===== config.mk =====
export PLATFORM = sky130hd
export DESIGN_NAME = se_tone_gen
export DESIGN_NICKNAME = d
export VERILOG_FILES = /design/src/rtl/se_pkg.sv /design/src/rtl/se_phase_acc.sv /design/src/rtl/se_tone_gen.sv
export SDC_FILE = /design/constraint.sdc
export NUM_CORES = 1
export LEC_CHECK = 0
export CAP_MARGIN = 20
export CORE_MARGIN = 3
export CORE_UTILIZATION = 32
export DETAILED_ROUTE_END_ITERATION = 10
export RECOVER_POWER = 100
export SYNTH_ARGS = -nofsm -noshare
export SYNTH_HDL_FRONTEND = slang
export SYNTH_SLANG_ARGS = --single-unit

===== constraint.sdc =====
create_clock -name iClock -period 4.3 [get_ports iClock]
set_input_delay 0.86 -clock iClock [delete_from_list [all_inputs] [get_ports iClock]]
set_output_delay 0.86 -clock iClock [all_outputs]
set_load 0.02 [all_outputs]

===== src/rtl/se_pkg.sv =====
// se_pkg: shared types and defaults for the sound-effect tone generator.
package se_pkg;
    typedef enum logic [1:0] {SE_TONE_IDLE, SE_TONE_RUN, SE_TONE_DRAIN} se_tone_state_t;
    localparam int unsigned SE_CLK_HZ = 50_000_000;
    typedef logic [15:0] se_freq_t;
    function automatic se_freq_t se_clamp(se_freq_t f, se_freq_t lim);
        return (f > lim) ? lim : f;
    endfunction
endpackage


===== src/rtl/se_phase_acc.sv =====
// se_phase_acc: phase accumulator; wrap fires when acc+step reaches CLK_HZ (one half-period).
module se_phase_acc #(
    parameter int unsigned CLK_HZ = se_pkg::SE_CLK_HZ,
    parameter int unsigned ACC_W  = 32
) (
    input  logic             iClock,
    input  logic             iReset,
    input  logic             clear,
    input  logic             run,
    input  logic             load_step,
    input  logic [ACC_W-1:0] new_step,
    output logic             wrap,
    output logic [ACC_W-1:0] acc
);
    localparam logic [ACC_W:0] LIMIT = (ACC_W+1)'(CLK_HZ);
    logic [ACC_W-1:0] step;
    logic [ACC_W:0]   sum;
    assign sum  = {1'b0, acc} + {1'b0, step};
    assign wrap = sum >= LIMIT;
    always_ff @(posedge iClock) begin
        if (iReset) begin
            acc  <= '0;
            step <= '0;
        end else begin
            acc <= clear ? '0 : run ? (wrap ? ACC_W'(sum - LIMIT) : sum[ACC_W-1:0]) : acc;
            if (load_step) step <= new_step;
        end
    end
endmodule


===== src/rtl/se_tone_gen.sv =====
// se_tone_gen: square-wave tone synthesiser with glitch-free pitch changes.
// Define SE_TONE_SOFTSTOP_EN to let the last high half-period finish (DRAIN) on stop.
module se_tone_gen
    import se_pkg::*;
#(
    parameter int unsigned CLK_HZ   = SE_CLK_HZ,
    parameter int unsigned ACC_W    = 32,
    parameter int unsigned MAX_FREQ = 20000
) (
    input  logic     iClock,
    input  logic     iReset,
    input  logic     iEnable,
    input  se_freq_t iFreq,
    output logic     oAudio,
    output logic     oActive,
    output logic     oToggle
);
    se_tone_state_t   state, state_n;
    logic             wrap, clear, run, load_step, freq_ok, audio_n;
    logic [ACC_W-1:0] new_step;
    assign freq_ok  = iFreq != '0;
    assign new_step = ACC_W'(se_clamp(iFreq, se_freq_t'(MAX_FREQ))) << 1;
    assign run      = state != SE_TONE_IDLE;
    assign clear    = state_n == SE_TONE_IDLE;
    se_phase_acc #(.CLK_HZ(CLK_HZ), .ACC_W(ACC_W)) u_acc (
        .iClock    (iClock),
        .iReset    (iReset),
        .clear     (clear),
        .run       (run),
        .load_step (load_step),
        .new_step  (new_step),
        .wrap      (wrap),
        .acc       ()
    );
    // Any toggle is applied first; stop decisions then see the post-toggle level.
    always_comb begin
        state_n   = state;
        load_step = 1'b0;
        audio_n   = (run && wrap) ? ~oAudio : oAudio;
        case (state)
            SE_TONE_IDLE: begin
                audio_n = 1'b0;
                if (iEnable && freq_ok) begin
                    state_n   = SE_TONE_RUN;
                    load_step = 1'b1;
                end
            end
            SE_TONE_RUN: begin
                load_step = wrap && freq_ok;
                if (!iEnable || (wrap && !freq_ok)) begin
`ifdef SE_TONE_SOFTSTOP_EN
                    state_n = audio_n ? SE_TONE_DRAIN : SE_TONE_IDLE;
`else
                    state_n = SE_TONE_IDLE;
                    audio_n = 1'b0;
`endif
                end
            end
`ifdef SE_TONE_SOFTSTOP_EN
            SE_TONE_DRAIN: begin
                if (iEnable && freq_ok) begin
                    state_n   = SE_TONE_RUN;
                    load_step = wrap;
                end else if (wrap) begin
                    state_n = SE_TONE_IDLE;
                end
            end
`endif
            default: state_n = SE_TONE_IDLE;
        endcase
    end
    always_ff @(posedge iClock) begin
        if (iReset) begin
            state   <= SE_TONE_IDLE;
            oAudio  <= 1'b0;
            oActive <= 1'b0;
            oToggle <= 1'b0;
        end else begin
            state   <= state_n;
            oAudio  <= audio_n;
            oActive <= state_n != SE_TONE_IDLE;
            oToggle <= audio_n != oAudio;
        end
    end
endmodule


==> results.json <==
{
  "grt_overflow": 0,
  "dp_cells": 748,
  "timing.max_cap.violations": 0,
  "holdCritPathClass": "flip-flop to flip-flop",
  "layout_setup_ws_ns": -0.0485,
  "synth_top_area_share_pct": 25.2,
  "syn-mean-instance-area_sq_um": 7.63,
  "p_per_area_nw_per_um2": 230,
  "num_vias": 4393,
  "postRouteWirelength_mm": 13.0,
  "final_cell_count_no_fill": 774,
  "floorplan.initialDensity_pct": 33.6,
  "pre_cts_ws_ns": -0.144,
  "synth_cells": 542,
  "timing.critical_path.required_ns": 4.51,
  "die_area_sq_um": 14300,
  "h-tree-depth": 2,
  "antenna_violations_before_repair": 0,
  "yosys.cell_count.top_type": "sky130_fd_sc_hd__nand2_1",
  "routabilityCongestion": 0.938,
  "criticalPathCategory": "flip-flop to flip-flop",
  "die_h_microns": 120,
  "cell_with_the_largest_stage_delay_on_the_worst_path": "sky130_fd_sc_hd__or4_1",
  "timing.critical_path.cells": "ha_4 -> fa_2 -> a211oi_4 -> o21a_1 -> xnor2_2 -> ha_2 -> or4b_1 -> or4_1 -> and4_1 -> nor4_2 -> o2111ai_2 -> and2_4 -> a2111oi_4 -> buf_6 -> buf_12 -> nor2_1 -> a311oi_1",
  "worst_vdd_ir_mv": 0.137,
  "number_of_register_bits_inferred_by_synthesis": 52,
  "first_iter_violations": 300,
  "netlist.top_cell.by_area": "sky130_fd_sc_hd__dfxtp_1",
  "finalSetupViolCount": 16,
  "num-fill-cells": 1248,
  "ys_top_cells_by_area": "sky130_fd_sc_hd__dfxtp_1, sky130_fd_sc_hd__nand2_1, sky130_fd_sc_hd__ha_1",
  "place.port_buffers": 21,
  "die-width_microns": 120,
  "min_period_over_period_pct": 101,
  "timing.max_slew.rel_slack_pct": 32.8,
  "clock.fmax_mhz": 230,
  "net_count_after_synthesis": 580,
  "final_cell_area_sq_um": 5540,
  "tritoncts.num_buffers": 5,
  "routed_wire_length_per_instance_microns": 16.8,
  "final_max_slew_viol_count": 0,
  "failed_checks": "negative setup slack",
  "ys_types": 72,
  "antenna_cells": 0,
  "fin_setup_tns_ns": -0.348,
  "grt_max_degree": 36,
  "core_area_sq_um": 12300,
  "grt_pass1_vias": 4112,
  "area_growth_pct": 33.8,
  "critical_path.max_stage_delay_ns": 0.50,
  "ys_top_cells_by_count": "sky130_fd_sc_hd__nand2_1, sky130_fd_sc_hd__dfxtp_1, sky130_fd_sc_hd__nor2_1, sky130_fd_sc_hd__a21oi_1, sky130_fd_sc_hd__nand3_1",
  "worst_pin_slew_ns": 1.01,
  "floorplan.rows": 40,
  "leakage_uw": 0.00219,
  "clock-sinks": 52,
  "vias_per_cell": 5.68,
  "clk_path_buf_depth": 2,
  "drive_above_1_share_pct": 21.3,
  "drt.antenna.violating_nets": 0,
  "finalWorstPathRequiredPeriod_ns": 4.35,
  "post_dp_cell_area_sq_um": 4830,
  "cts.clk_slew.worst_paths_ns": 0.07,
  "cts.root.buffer_cell": "sky130_fd_sc_hd__clkbuf_16",
  "synth_edf_count": 0,
  "crit_fanout": 8,
  "critical_path.startpoint": "u_acc.acc[1]$_SDFFE_PP0N_",
  "nNetsFinal": 643,
  "postSynth.topFlopCell": "sky130_fd_sc_hd__dfxtp_1",
  "drt_first_pass_iters": 5,
  "critical_path.endpoint_type": "flip-flop",
  "total_power_uw": 1270,
  "synthesis.yosys.warnings": 0,
  "finalHoldViolCount": 0,
  "tritoncts_clock_tree": "yes",
  "r2r-start": "u_acc.acc[1]$_SDFFE_PP0N_",
  "post_synth_instance_area_sq_um": 4140,
  "wire_length_of_the_first_global_routing_pass_mm": 20.1,
  "status": "finished, violations left",
  "clock_skew_ns": 0.00885,
  "drc": 0,
  "dpl.hpwl_mm": 9.53,
  "insertion_delay_ns": 0.30,
  "num_io_pins": 22,
  "grtUsageTotal_pct": 17.0,
  "crit_path_start_kind": "flip-flop",
  "worstPathArrival_ns": 4.56,
  "async_reset_ff_share_pct": 0,
  "grt_setup_unrepaired": "yes",
  "worstHoldStart": "u_acc.acc[6]$_SDFFE_PP0N_",
  "portion_of_the_post_synthesis_area_used_by_sequential_elements_pct": 25.2
}
[worst max-delay path: cells and delay by family, from the launching register on]
family	cells	cell delay [ns]
adders and majority gates	3	0.74
AOI/OAI and AO/OA	5	1.19
and+or+nand+nor	6	1.51
DFF	1	0.34
buffers and inverters	2	0.32
xor gates and xnor gates	1	0.14
[layer usage]
layer | global-route usage [%] | vias up | part of all wire [%]
li1 | - | 2155 | -
met5 | 0 | - | 0
met3 | 1.84 | 14 | 3.9
met1 | 22.3 | 2116 | 45
met2 | 29.3 | 108 | 49
met4 | 5.44 | 0 | 1.7
[through the flow]
stage	hold slack, ns	util (%)
global placement	0.444	39.3
detailed placement	0.455	39.3
floorplan	0.436	-
global route	0.487	45.0
finish	0.457	45.0
CTS	0.466	40.8
[flip-flops by register name (all words and copies together) (netlist names)]
name / count
oAudio: 1
oToggle: 1
oActive: 1
u_acc.step: 16
state: 2
u_acc.acc: 31
[kinds of logic after synthesis]
logic type / after synthesis / share of synthesized area (%)
AO/OA/AOI/OAI: 161 / 27.6
XOR/XNOR: 32 / 6.77
adder cells (fa/ha/maj): 19 / 5.93
buffers and inverters: 39 / 4.20
flip-flops: 52 / 25.2
multiplexers: 6 / 1.45
other: 1 / 0.0906
AND/OR/NAND/NOR: 232 / 28.8
[cell type report]
| cell class | instances | area, sq um | share of cell area [%] |
|---|---|---|---|
| clock inverter | 3 | 26.3 | 0.475 |
| sequential | 52 | 1040 | 18.9 |
| multi-input combinational | 451 | 3220 | 58.3 |
| clock buffer | 5 | 125 | 2.26 |
| tap | 168 | 210 | 3.80 |
| timing repair buffer | 85 | 848 | 15.3 |
| timing repair inverter | 1 | 11.3 | 0.203 |
| inverter | 9 | 46.3 | 0.836 |
[placed cells by master (no fill, tap or decap), drive strengths merged, types with 3 or more instances in the layout]
master	n
nand2	62
buf	60
dfxtp	52
nor2	45
a21oi	44
nand3	25
o21ai	21
clkdlybuf4s50	18
ha	18
nor3	18
xnor2	18
a21o	16
a211oi	16
xor2	14
nand4	13
and2	12
and3	10
inv	10
clkbuf	9
o21a	7
or3	7
nor4	7
o211ai	6
mux2i	6
a311oi	6
and4	5
or2	5
a211o	4
nor2b	4
a31oi	4
a2111oi	4
a221oi	3
or4b	3
nand2b	3
dlygate4sd3	3
a2bb2oi	3
nor3b	3
[where the power goes]
part | switching [uW] | total (uW) | internal, uW
sequential | 13.8 | 510 | 496
combinational | 183 | 345 | 162
clock | 199 | 419 | 220
[final timing paths]
path	slack (ns)	end	cells past startpoint
worst max-delay path	-0.05	u_acc.step[12]$_SDFFE_PP0P_	17
worst min-delay path	0.46	u_acc.acc[6]$_SDFFE_PP0N_	2
worst max register to register	-0.05	u_acc.step[12]$_SDFFE_PP0P_	17
worst min register to register	0.46	u_acc.acc[6]$_SDFFE_PP0N_	2
[repair_timing]
action,4_1_cts,5_1_grt
cloned,0,5
hold buffers,0,0
pin swaps,0,27
gates resized for setup,9,65
buffers inserted,1,13
setup endpoints to repair,32,49
(Power assumes the default switching activity.)
